**src/rtl/opll_slot_scheduler.sv**
```systemverilog
// opll_slot_scheduler: drives the shared slot/stage timeline (18 slots x 4 stages)
// and funnels buffered CPU register writes into the register file during stage 3,
// the only stage in which no datapath reads the register file.
// The rhythm-mode flag only changes on frame boundaries, so it is stable across a frame.
module opll_slot_scheduler (
   input  logic       clk,
   input  logic       reset,
   input  logic       clkena,
   output logic [4:0] slot,
   output logic [1:0] stage,
   output logic       frame,
   input  logic       wr_valid,
   input  logic [5:0] wr_addr,
   input  logic [7:0] wr_data,
   output logic       wr_ready,
   output logic       reg_we,
   output logic [5:0] reg_addr,
   output logic [7:0] reg_data,
   output logic       wr_drop,
   output logic       rhythm
);

   localparam logic [4:0] LAST_SLOT   = 5'd17;
   localparam logic [1:0] LAST_STAGE  = 2'd3;
   localparam logic [5:0] RHYTHM_ADDR = 6'h0E;

   logic [4:0] slot_q, slot_d;
   logic [1:0] stage_q, stage_d;
   logic       buf_full_q, buf_full_d;
   logic [5:0] buf_addr_q, buf_addr_d;
   logic [7:0] buf_data_q, buf_data_d;
   logic       reg_we_q, reg_we_d;
   logic [5:0] reg_addr_q, reg_addr_d;
   logic [7:0] reg_data_q, reg_data_d;
   logic       wr_drop_q, wr_drop_d;
   logic       rhythm_q, rhythm_d;
   logic       rhythm_pending_q, rhythm_pending_d;

   logic       accept;
   logic       commit;
   logic       commit_ok;

   // Register addresses that actually exist in the OPLL register map.
   function automatic logic addr_valid(input logic [5:0] a);
      logic v;
      v = 1'b0;
      if (a <= 6'h07)
         v = 1'b1;
      else if (a == 6'h0E || a == 6'h0F)
         v = 1'b1;
      else if (a >= 6'h10 && a <= 6'h18)
         v = 1'b1;
      else if (a >= 6'h20 && a <= 6'h28)
         v = 1'b1;
      else if (a >= 6'h30 && a <= 6'h38)
         v = 1'b1;
      return v;
   endfunction

   // Next-state logic: timeline counters, write buffer, commit strobes and rhythm staging.
   always_comb begin
      slot_d           = slot_q;
      stage_d          = stage_q;
      buf_full_d       = buf_full_q;
      buf_addr_d       = buf_addr_q;
      buf_data_d       = buf_data_q;
      reg_we_d         = 1'b0;
      reg_addr_d       = reg_addr_q;
      reg_data_d       = reg_data_q;
      wr_drop_d        = 1'b0;
      rhythm_d         = rhythm_q;
      rhythm_pending_d = rhythm_pending_q;

      accept    = wr_valid && !buf_full_q;
      commit    = clkena && (stage_q == LAST_STAGE) && buf_full_q;
      commit_ok = commit && addr_valid(buf_addr_q);

      if (clkena) begin
         if (stage_q == LAST_STAGE) begin
            stage_d = 2'd0;
            slot_d  = (slot_q == LAST_SLOT) ? 5'd0 : slot_q + 5'd1;
         end else begin
            stage_d = stage_q + 2'd1;
         end
      end

      if (accept) begin
         buf_full_d = 1'b1;
         buf_addr_d = wr_addr;
         buf_data_d = wr_data;
      end else if (commit) begin
         buf_full_d = 1'b0;
      end

      if (commit_ok) begin
         reg_we_d   = 1'b1;
         reg_addr_d = buf_addr_q;
         reg_data_d = buf_data_q;
      end else if (commit) begin
         wr_drop_d = 1'b1;
      end

      if (commit_ok && buf_addr_q == RHYTHM_ADDR)
         rhythm_pending_d = buf_data_q[5];

      if (clkena && slot_q == LAST_SLOT && stage_q == LAST_STAGE)
         rhythm_d = rhythm_pending_q;
   end

   // State registers with asynchronous reset back to the start of a frame, buffer empty.
   always_ff @(posedge clk or posedge reset) begin
      if (reset) begin
         slot_q           <= 5'd0;
         stage_q          <= 2'd0;
         buf_full_q       <= 1'b0;
         buf_addr_q       <= 6'd0;
         buf_data_q       <= 8'd0;
         reg_we_q         <= 1'b0;
         reg_addr_q       <= 6'd0;
         reg_data_q       <= 8'd0;
         wr_drop_q        <= 1'b0;
         rhythm_q         <= 1'b0;
         rhythm_pending_q <= 1'b0;
      end else begin
         slot_q           <= slot_d;
         stage_q          <= stage_d;
         buf_full_q       <= buf_full_d;
         buf_addr_q       <= buf_addr_d;
         buf_data_q       <= buf_data_d;
         reg_we_q         <= reg_we_d;
         reg_addr_q       <= reg_addr_d;
         reg_data_q       <= reg_data_d;
         wr_drop_q        <= wr_drop_d;
         rhythm_q         <= rhythm_d;
         rhythm_pending_q <= rhythm_pending_d;
      end
   end

   assign slot     = slot_q;
   assign stage    = stage_q;
   assign frame    = (slot_q == 5'd0) && (stage_q == 2'd0);
   assign wr_ready = !buf_full_q;
   assign reg_we   = reg_we_q;
   assign reg_addr = reg_addr_q;
   assign reg_data = reg_data_q;
   assign wr_drop  = wr_drop_q;
   assign rhythm   = rhythm_q;

endmodule

```
**config.mk**
```make
export PLATFORM = sky130hd
export DESIGN_NAME = opll_slot_scheduler
export DESIGN_NICKNAME = d
export VERILOG_FILES = /design/src/rtl/opll_slot_scheduler.sv
export SDC_FILE = /design/constraint.sdc
export NUM_CORES = 1
export LEC_CHECK = 0
export CORE_UTILIZATION = 40
export DETAILED_ROUTE_END_ITERATION = 12
export HOLD_SLACK_MARGIN = 0.12
export MAX_ROUTING_LAYER = met4
export PLACE_DENSITY = 0.65
export SYNTH_ARGS = -nofsm -noshare
export SYNTH_HDL_FRONTEND = slang
export SYNTH_SLANG_ARGS = --single-unit
```
**constraint.sdc**
```tcl
create_clock -name clk -period 4.17 [get_ports clk]
set_input_delay 0.6255 -clock clk [delete_from_list [all_inputs] [get_ports clk]]
set_output_delay 0.6255 -clock clk [all_outputs]
set_load 0.01 [all_outputs]
```
==> metrics.md, run 1 <==
| Metric | Value |
|---|---|
| Drt via density | `roughly 5.0` |
| Worst Hold Class | `reg2reg` |
| Post-CTS Setup Inserts | `0` |
| Finished Layout Cells | `around 220` |
| Ports | `44` |
| CP Buf/Inv Count | `1` |
| Post-layout nets | `around 200` |
| Num CTS Buffers | `5` |
| Drc violations | `0` |
| Outcome | `finished, final reports clean` |
| Cell Pwr Density | `~670 nW/um^2` |
| Die H | `around 67 um` |
| Synthesized instance count | `between 100 and 150` |
| R2r endpoint | `rhythm_pending_q$_DFFE_PP0P_` |
| Per-cell routed wire length | `around 14 um` |
| Main combinational cell family by area after synthesis | `multiplexers` |
| Setup crit start | `clkena` |
| Maximum number of pins on one net before global-route repair | `26` |
| Seq cells post-synth | `40` |
| Clock-pin slew on the worst setup and hold paths | `about 0.07 ns` |
| Critical Path End | `rhythm_pending_q$_DFFE_PP0P_` |
| P&R area growth vs syn | `33.8%` |
| Count of final hold-check violations | `0` |
| Ys async rst share | `100%` |
| Starting DRT DRC Count | `60` |
| Post-synthesis mux area share | `a little under a fifth` |
| Final GP Congestion | `roughly 0.78` |
| Crit path kind | `in2reg` |
| Avg Inst Size Synth | `about 14 sq um` |
| H-tree levels | `2` |
| Crit path max-delay family | `simple AND/OR/NAND/NOR gates` |
| Period utilization | `approximately 56%` |
| Area after DPL | `2180 sq um` |
| Synth Area in XOR/XNOR | `0.515%` |
| Utilization after layout | `between 50% and 60%` |
| Period minus WS final | `2.32 ns` |
| Die width | `slightly below 70 um` |
| Std-Cell Rows | `23` |
| Yosys warning total | `0` |
| Worst-path fanout max | `12` |
| Worst Clk Skew | `approximately 0.0058 ns` |
| Reg-to-Reg Start | `stage[0]$_DFFE_PP0P_` |
| Number of different library cells in the post-synthesis netlist | `33` |
| Die Area | `between 4000 and 5000 sq um` |
| First-pass GRT wire length | `5240 um` |
| R2R setup slack | `~2.2 ns` |
| Leak pwr | `approximately 1 nW` |
| Compound-Gate Fraction of Synth Area | `~6.2%` |
| Slew @ Worst Pin | `just over 0.6 ns` |
| Critical path arrival | `2.50 ns` |
| Startpoint Class | `primary input` |
| Hpwl dp | `2340 um` |
| Worst path required time | `about 4.3 ns` |
| Syn Nets | `between 100 and 150` |
| Worst-skew pair later-pin latency | `0.29 ns` |
| Drt first pass iters | `4` |
| Max Fclk | `~430 MHz` |
| Clk sinks | `40` |
| Initial antenna violation count | `0` |
| Post-CTS Resized | `0` |
| Hold buffers post-CTS | `0` |
| Ant diodes | `0` |
| DRT antenna net count | `0` |
| Vias in the first global route | `1186` |
| Final wirelength | `about 3200 um` |
| Core footprint | `between 4000 and 5000 sq um` |
| Setup_tns | `0 ns` |
| Layout cells sized above 1 | `21.8%` |
| Post-Synth Simple-Gate Area | `9.27%` |
| CTS tree | `yes` |
| Max_slew headroom | `between 50% and 60%` |
| Dpl cells | `around 220` |
| WP depth | `5` |
| Port Buffers | `43` |
| Root buffer cell | `clkbuf_8` |
| Prevailing post-synth register cell | `dfrtp_1` |
| GRT Total Usage | `~17%` |
| # Max-Cap Violations | `0` |
| Via count | `approximately 1100` |
| Global route total overflow | `0` |
| Worst path slowest cell | `clkdlybuf4s50_1` |
| Worst VDD drop | `approximately 0.00029 V` |
| Crit end category | `register` |
| RSZ-0062 raised after global routing | `false` |
| Final design area excluding fillers | `~2300 sq um` |
| Area share of fa/ha/maj cells after synthesis | `under 10%` |
| Cells along the critical path | `clkdlybuf4s50_1 -> and2_1 -> nand2_1 -> nor4b_1 -> mux2_2` |
| Sequential-to-total area share from yosys stat | `approximately 59%` |
| Starting Density | `42.2%` |
| EDFF count, synth | `0` |
| Clk buf depth | `2` |
| CP peak stage delay | `approximately 0.52 ns` |
| Slew Limit Fails | `0` |
| FF-to-FF path depth | `5` |
| Final number of setup-violating endpoints | `0` |
| Mapped Area | `between 1500 and 2000 sq um` |
## cell families after synthesis
family	count (synthesis)
mux	26
compound gates	15
buf+inv	11
flops	40
fa+ha+maj	5
simple gates	27
xor+xnor	1
## sequential cells by signal, indices dropped and copies added (netlist names)
name and flops:
buf_addr_q 6, reg_we 1, buf_data_q 8, reg_addr 6, reg_data 8, rhythm_pending_q 1
slot 5, wr_drop 1, buf_full_q 1, rhythm 1, stage 2
## area by class of cell
| cell class | count | area (sq um) |
|---|---|---|
| clock buffers | 8 | 90.1 |
| repair buffers | 45 | 445 |
| multi-input cells | 74 | 649 |
| well taps | 50 | 62.6 |
| flip-flops and latches | 40 | 1000 |
| inverters | 7 | 26.3 |
| fillers | 346 | 1750 |
## worst reg2reg max path, cell delays in order (launching register included)
cell	delay, ns
dfrtp_1	0.39
ha_1	0.18
and2_1	0.38
nand2_1	0.20
nor4b_1	0.38
mux2_2	0.38
## worst min path at each step
stage,startpoint,to,slack [ns],cells after the start
3_3_place_gp,buf_data_q[4]$_DFFE_PP0P_,reg_data[4]$_DFFE_PP0P_,0.48,1
6_report,buf_data_q[7]$_DFFE_PP0P_,reg_data[7]$_DFFE_PP0P_,0.51,1
4_1_cts,buf_data_q[7]$_DFFE_PP0P_,reg_data[7]$_DFFE_PP0P_,0.51,1
3_5_place_dp,buf_data_q[7]$_DFFE_PP0P_,reg_data[7]$_DFFE_PP0P_,0.50,1
5_1_grt,buf_data_q[2]$_DFFE_PP0P_,reg_data[2]$_DFFE_PP0P_,0.53,1
2_1_floorplan,buf_data_q[1]$_DFFE_PP0P_,reg_data[1]$_DFFE_PP0P_,0.48,1
## power by group
group          total [W]  internal, W  switching [W]
logic           0.000577     0.000366       0.000212
clock network   0.000260     0.000135       0.000125
registers       0.000678     0.000550       0.000127
total            0.00151      0.00105       0.000464
## Yosys cell counts, types with 2 or more instances
master / count / area (sq um)
clkbuf_1: 2 / 7.51
nor2_1: 5 / 18.8
nand3_1: 2 / 10.0
mux2_4: 6 / 90.1
mux2_2: 20 / 225
o21ai_0: 4 / 20.0
inv_1: 7 / 26.3
a22o_1: 3 / 26.3
a21oi_1: 2 / 10.0
ha_1: 5 / 62.6
nor3_1: 2 / 10.0
dfrtp_1: 40 / 1000
nand2_1: 7 / 26.3
## cell usage in the layout, fill, tap and decap left out
| cell | netlist | final |
|---|---|---|
| o211ai_2 | 1 | 1 |
| nand2_1 | 7 | 7 |
| or3_4 | 1 | 1 |
| nand4bb_1 | 1 | 1 |
| ha_1 | 5 | 5 |
| and2_1 | 1 | 1 |
| nand4_1 | 1 | 1 |
| a31oi_1 | 1 | 1 |
| o22ai_1 | 1 | 1 |
| clkdlybuf4s50_1 | 0 | 43 |
| a2bb2oi_1 | 1 | 1 |
| inv_1 | 7 | 7 |
| o21a_1 | 1 | 1 |
| mux2_2 | 20 | 20 |
| nor3_1 | 2 | 2 |
| and4b_1 | 1 | 1 |
| nand3_2 | 1 | 1 |
| nand3_1 | 2 | 2 |
| nor4b_1 | 1 | 1 |
| o21ai_0 | 4 | 4 |
| a21oi_1 | 2 | 2 |
| a22o_1 | 3 | 3 |
| and3_1 | 1 | 1 |
| dfrtp_1 | 40 | 40 |
| clkbuf_8 | 0 | 6 |
| buf_4 | 0 | 2 |
| a21o_1 | 1 | 1 |
| or3b_2 | 1 | 1 |
| mux2_4 | 6 | 6 |
| nand3b_1 | 1 | 1 |
| nor2_1 | 5 | 5 |
| nor2b_1 | 1 | 1 |
| clkbuf_1 | 2 | 2 |
| xnor2_1 | 1 | 1 |
## metrics by stage
stage          setup slack (ns)  hold WS [ns]  power [W]
5_1_grt                    1.70         0.528    0.00162
3_5_place_dp               1.56         0.497    0.00127
6_report                   1.85         0.507    0.00151
2_1_floorplan              2.50         0.477   0.000990
3_3_place_gp               1.65         0.485    0.00124
4_1_cts                    1.85         0.513    0.00154
## layer usage
layer / vias to the layer above / track usage (%) / wire length [um]
met5: - / - / 0
met4: 0 / 5.85 / 47
met3: 5 / 5.91 / 150
met2: 29 / 27.0 / 1630
met1: 550 / 18.9 / 1360
li1: 534 / - / -
Power figures use the tool's default switching activity.
==> inputs of run 2 (changes only) <==
- PLACE_DENSITY: 0.65 -> 0.67
- clock period: 4.17 -> 1.9 ns (I/O delays scaled with it)
==> run 2 against run 1 <==
Net effect: register-to-register slack got worse by 2.0 ns; final cell count increased by 2.2%; die area stayed put; core utilization rose by 0.87 points; sequential power increased by 120%; non-clock buffer count rose by 6; sequential share of layout area decreased by 0.67 points; total power increased by 120%; critical path type is now reg2reg; largest power group unchanged.
==> metrics.md, run 2 (synthesis gave the netlist of run 1 again) <==
| Metric | Value |
|---|---|
| P&R area growth vs syn | `35.8%` |
| CTS tree | `yes` |
| Most frequent cells in the layout | `clkdlybuf4s50_1, dfrtp_1, mux2_2, buf_4` |
| Drt first pass iters | `4 (unchanged)` |
| Startpoint Class | `register` |
| P_int | `0.00229 W (+120%)` |
| Maximum number of pins on one net before global-route repair | `41 (+58%)` |
| Hold buffers post-CTS | `0 (unchanged)` |
| Cells along the critical path | `or3_4 -> o211ai_2 -> nand3_2 -> buf_4 -> mux2_4` |
| DRT antenna net count | `0 (unchanged)` |
| Worst path required time | `2.08 ns (-2.26 ns)` |
| Worst VDD drop | `0.000679 V (+130%)` |
| Die H | `67.2 um (unchanged)` |
| Final GP Congestion | `0.784 (+1.2%)` |
| Count of final hold-check violations | `0 (unchanged)` |
| Most common cell after layout, fill and taps aside | `clkdlybuf4s50_1` |
| Comb pwr share | `39.7% (+1.6 points)` |
| Worst Hold Class | `in2async` |
| Outcome | `finished, final reports clean` |
| Drc violations | `0 (unchanged)` |
| Root buffer cell | `clkbuf_8` |
| Layout cells sized above 1 | `25.1% (+3.3 points)` |
| Grt met1 use | `20.4% (+1.5 points)` |
| Vias in the first global route | `1166 (-1.7%)` |
| Global routing's busiest layer | `met2` |
| Die Area | `4520 sq um (unchanged)` |
| Crit path max-delay family | `simple AND/OR/NAND/NOR gates` |
| Final wirelength | `3250 um (+1.8%)` |
| GRT Total Usage | `17.2% (+0.53 points)` |
| Seq pwr share | `44.3% (-0.4 points)` |
| Worst-path fanout max | `8 (-4)` |
| CP Buf/Inv Count | `1 (unchanged)` |
| Std-Cell Rows | `23 (unchanged)` |
| Clk sinks | `40 (unchanged)` |
| Per-cell routed wire length | `14.2 um (-0.47%)` |
| Max_slew headroom | `67.0% (+7.8 points)` |
| Leak pwr | `1.04 nW (+2.6%)` |
| Worst-skew pair later-pin latency | `0.29 ns (about the same)` |
| Starting Density | `42.2% (unchanged)` |
| First-pass GRT wire length | `5420 um (+3.3%)` |
| Pwr Total | `0.00334 W (+120%)` |
| Crit path kind | `reg2reg` |
| Period utilization | `approximately 90%` |
| Max Fclk | `between 500 and 600 MHz` |
| # Max-Cap Violations | `0 (unchanged)` |
| Met2 Resource Use GR | `27.4% (+0.37 points)` |
| Setup_tns | `0 ns (unchanged)` |
| Final number of setup-violating endpoints | `0 (unchanged)` |
| Global route total overflow | `0 (unchanged)` |
| Ant diodes | `0 (unchanged)` |
| Met3 GRT Util | `5.24% (-0.68 points)` |
| Net Sw Frac | `31.3% (+0.69 points)` |
| Clock-pin slew on the worst setup and hold paths | `0.08 ns (about the same)` |
| P_sw | `0.00105 W (+130%)` |
| Ports | `44 (unchanged)` |
| Initial antenna violation count | `0 (unchanged)` |
| Drt via density | `5.03 (+0.79%)` |
| Slew @ Worst Pin | `0.495 ns (-0.116 ns)` |
| Cell Pwr Density | `1450 nW/um^2 (+120%)` |
| H-tree levels | `2 (unchanged)` |
| Die width | `67.2 um (unchanged)` |
| Via count | `1152 (+3.0%)` |
| Worst path slowest cell | `dfrtp_1` |
| Critical path arrival | `1.89 ns (-0.61 ns)` |
| Starting DRT DRC Count | `19 (-68%)` |
| Crit end category | `register` |
| Core footprint | `4030 sq um (unchanged)` |
| Hpwl dp | `2360 um (+0.79%)` |
| Port Buffers | `43 (unchanged)` |
| CP peak stage delay | `0.41 ns (-0.11 ns)` |
| Num CTS Buffers | `5 (unchanged)` |
| RSZ-0062 raised after global routing | `false` |
| Post-layout nets | `202 (+3.1%)` |
| Period minus WS final | `1.71 ns` |
| Clk buf depth | `2 (unchanged)` |
| Worst Clk Skew | `0.00578 ns (-0.0000199 ns)` |
| Clk pwr share | `15.9% (-1.2 points)` |
| Slew Limit Fails | `0 (unchanged)` |
| Filler Cells Inserted | `366 (+5.8%)` |
run 2: final timing paths:
check                                     startpoint                        end  slack (ns)  cells past startpoint
min in group clk           buf_data_q[4]$_DFFE_PP0P_    reg_data[4]$_DFFE_PP0P_        0.51                      1
max reg2reg                buf_addr_q[1]$_DFFE_PP0P_    reg_data[6]$_DFFE_PP0P_        0.19                      5
max                        buf_addr_q[1]$_DFFE_PP0P_    reg_data[6]$_DFFE_PP0P_        0.19                      5
min reg2reg                buf_data_q[4]$_DFFE_PP0P_    reg_data[4]$_DFFE_PP0P_        0.51                      1
max in group asynchronous                      reset  buf_data_q[4]$_DFFE_PP0P_        1.14                      3
min                                            reset        slot[2]$_DFFE_PP0P_        0.41                      3
run 2: power by group through the flow:
| stage | logic [W] | clock network, W | registers, W |
|---|---|---|---|
| CTS | 0.00135 | 0.000539 | 0.00149 |
| floorplan | 0.000641 | 0 | 0.00153 |
| global route | 0.00146 | 0.000586 | 0.00154 |
| detailed placement | 0.00130 | 0 | 0.00151 |
| finish | 0.00133 | 0.000532 | 0.00148 |
| global placement | 0.00125 | 0 | 0.00150 |
run 2: what timing repair did:
action / CTS / global route
endpoints found under the setup margin: 1 / 0
gates resized for setup: 1 / 0
setup buffers: 2 / 0
run 2: per-stage QoR:
stage | instance area (sq um) | instances | setup slack (ns) | utilization, % | hold slack (ns)
after floorplan | 1700 | 125 | 0.243 | - | 0.381
after global placement | 2210 | 220 | 0.0687 | 55.0 | 0.486
after detailed placement | 2210 | 220 | 0.0379 | 55.0 | 0.494
after CTS | 2310 | 229 | 0.186 | 57.3 | 0.435
after global routing | 2310 | 229 | 0.125 | 57.3 | 0.474
final | 2310 | 229 | 0.192 | 57.3 | 0.408
run 2: layout make-up:
type	instances	area [sq um]	share of cell area [%]
clock buffers	5	68.8	2.98
clock inverters	2	12.5	0.542
repair buffers	51	489	21.2
flip-flops and latches	40	1000	43.3
multi-input cells	74	649	28.1
inverters	7	26.3	1.14
well taps	50	62.6	2.71
run 2: routing by layer:
layer / wire (um) / vias to the layer above / part of all wire [%]
li1: - / 540 / -
met1: 1380 / 578 / 42
met2: 1660 / 28 / 51
met3: 160 / 6 / 4.9
met4: 46 / 0 / 1.4
met5: 0 / - / 0
run 2: tightest hold or removal path: stages:
cell and delay, ns:
clkdlybuf4s50_1 0.40, inv_1 0.05, buf_4 0.41
==> inputs of run 3 (changes only) <==
- CORE_MARGIN: default -> 8
==> run 3 against run 2 <==
Net effect: core utilization is 0.70 points higher; clock power is 38% higher; maximum frequency down 1.2%; sequential share of layout area shrank 0.83 points; total power is 6.3% higher; die area increased by 46%; first-iteration DRC count up 89%; clock skew barely moved; routed wire length up 11%; cell area is 2.0% higher; combinational power about the same; critical endpoint is now reg_data[3]$_DFFE_PP0P_.
==> metrics.md, run 3 (synthesis gave the netlist of run 1 again) <==
| Metric | Value |
|---|---|
| Port Buffers | `43 (unchanged)` |
| Die Area | `6590 sq um (+46%)` |
| Clock-pin slew on the worst setup and hold paths | `0.08 ns (about the same)` |
| Core footprint | `4060 sq um (+0.71%)` |
| Worst path required time | `2.07 ns (about the same)` |
| # Max-Cap Violations | `0 (unchanged)` |
| Worst VDD drop | `0.000711 V (+4.8%)` |
| Net Sw Frac | `29.5% (-1.8 points)` |
| Ports | `44 (unchanged)` |
| Cell Pwr Density | `1510 nW/um^2 (+4.2%)` |
| Starting DRT DRC Count | `36 (+17)` |
| Reg-to-Reg Start | `buf_addr_q[1]$_DFFE_PP0P_` |
| Max Fclk | `579 MHz (-1.2%)` |
| Worst Hold Class | `in2async` |
| Std-Cell Rows | `23 (unchanged)` |
| Drt via density | `4.91 (-2.3%)` |
| Clk pwr share | `20.7% (+4.8 points)` |
| Post-layout nets | `202 (unchanged)` |
| Clk sinks | `40 (unchanged)` |
| Critical path arrival | `1.90 ns (about the same)` |
| H-tree levels | `2 (unchanged)` |
| Drc violations | `0 (unchanged)` |
| Per-cell routed wire length | `15.7 um (+11%)` |
| Period minus WS final | `1.73 ns (+0.0200 ns)` |
| Crit end category | `register` |
| FF-to-FF path depth | `5 (unchanged)` |
| Final GP Congestion | `0.758 (-3.4%)` |
| Most common cell after layout, fill and taps aside | `clkdlybuf4s50_1` |
| DRT antenna net count | `0 (unchanged)` |
| Setup crit start | `buf_addr_q[1]$_DFFE_PP0P_` |
| Count of final hold-check violations | `0 (unchanged)` |
| Pwr Total | `0.00355 W (+6.3%)` |
| Comb pwr share | `37.4% (-2.3 points)` |
| Max_slew headroom | `67.2% (+0.20 points)` |
| Num CTS Buffers | `5 (unchanged)` |
| Initial antenna violation count | `0 (unchanged)` |
| Root buffer cell | `clkbuf_8` |
| Final wirelength | `3620 um (+11%)` |
| Worst-path fanout max | `9 (+1)` |
| Layout cells sized above 1 | `25.6% (+0.42 points)` |
| Global route total overflow | `0 (unchanged)` |
| Worst Clk Skew | `0.00592 ns (+0.000143 ns)` |
| GRT Total Usage | `12.3% (-4.9 points)` |
| Outcome | `finished, final reports clean` |
| Maximum number of pins on one net before global-route repair | `41 (unchanged)` |
| Final number of setup-violating endpoints | `0 (unchanged)` |
| Drt first pass iters | `2 (-2)` |
| Via count | `1130 (-1.9%)` |
| P&R area growth vs syn | `38.5%` |
| Leak pwr | `1.07 nW (+2.3%)` |
| Ant diodes | `0 (unchanged)` |
| Startpoint Class | `register` |
| CTS tree | `yes` |
| Die width | `81.2 um (+21%)` |
| Slew @ Worst Pin | `0.492 ns (-0.00299 ns)` |
| Vias in the first global route | `1265 (+8.5%)` |
| First-pass GRT wire length | `6090 um (+12%)` |
| Most frequent cells in the layout | `clkdlybuf4s50_1, dfrtp_1, mux2_2, buf_4` |
| Utilization after layout | `58.0% (+0.70 points)` |
| Seq pwr share | `41.9% (-2.4 points)` |
| Setup_tns | `0 ns (unchanged)` |
| Die H | `81.2 um (+21%)` |
| Crit path kind | `reg2reg` |
| Period utilization | `91.0% (+1.1 points)` |
| Hpwl dp | `2680 um (+13%)` |
| Starting Density | `41.9% (-0.30 points)` |
| P_sw | `0.00105 W (+0.25%)` |
| P_int | `0.00250 W (+9.0%)` |
| RSZ-0062 raised after global routing | `false` |
| Worst-skew pair later-pin latency | `0.28 ns (about the same)` |
| Clk buf depth | `2 (unchanged)` |
| Slew Limit Fails | `0 (unchanged)` |
run 3: changes by cell type in the layout (fill, tap and decap cells not counted):
cell	previous run	this run
bufinv_16	0	1
clkbuf_8	5	7
clkinv_2	1	0
clkinvlp_4	1	0
run 3: cell type report:
type	instances	area, sq um
Fill cell	340	1700
Sequential cell	40	1000
Multi-Input combinational cell	74	649
Clock buffer	7	96.3
Clock inverter	1	30.0
Tap cell	50	62.6
Inverter	7	26.3
Timing Repair Buffer	51	489
run 3: timing repair:
item | 4_1_cts | 5_1_grt
endpoints found under the setup margin | 1 | 0
resized for setup | 1 | 0
hold buffers | 0 | 0
setup buffers | 1 | 0
run 3: metrics by stage:
step / setup WS (ns) / cell area [sq um] / hold WS (ns) / cells
finish: 0.172 / 2350 / 0.415 / 230
global placement: 0.119 / 2220 / 0.486 / 221
global route: 0.0971 / 2350 / 0.475 / 230
CTS: 0.167 / 2350 / 0.437 / 230
floorplan: 0.243 / 1700 / 0.381 / 125
detailed placement: 0.103 / 2220 / 0.492 / 221
run 3: layer usage:
layer | up-vias | track usage, % | share of wire (%)
met5 | - | - | 0
met4 | 0 | 4.29 | 0.64
met3 | 2 | 4.30 | 5.3
met2 | 26 | 20.0 | 53
met1 | 558 | 13.7 | 41
li1 | 544 | - | -
run 3: worst max-delay path, cell delays in order, from the launching register on:
cell	delay, ns
dfrtp_1	0.41
or3_4	0.41
o211ai_2	0.19
nand3_2	0.12
buf_4	0.20
mux2_4	0.30
run 3: power by group through the flow:
| stage | clock, W | combinational (W) | sequential (W) |
|---|---|---|---|
| CTS | 0.000760 | 0.00135 | 0.00149 |
| detailed placement | 0 | 0.00132 | 0.00151 |
| floorplan | 0 | 0.000641 | 0.00153 |
| global route | 0.000791 | 0.00145 | 0.00155 |
| global placement | 0 | 0.00128 | 0.00149 |
| finish | 0.000733 | 0.00133 | 0.00149 |
run 3: final timing paths:
kind,end,slack (ns)
setup / recovery,reg_data[3]$_DFFE_PP0P_,0.17
hold / removal,reg_data[6]$_DFFE_PP0P_,0.42
setup reg to reg,reg_data[3]$_DFFE_PP0P_,0.17
hold reg to reg,rhythm$_DFFE_PP0P_,0.51
max in group asynchronous,slot[1]$_DFFE_PP0P_,1.13
min in group clk,rhythm$_DFFE_PP0P_,0.51
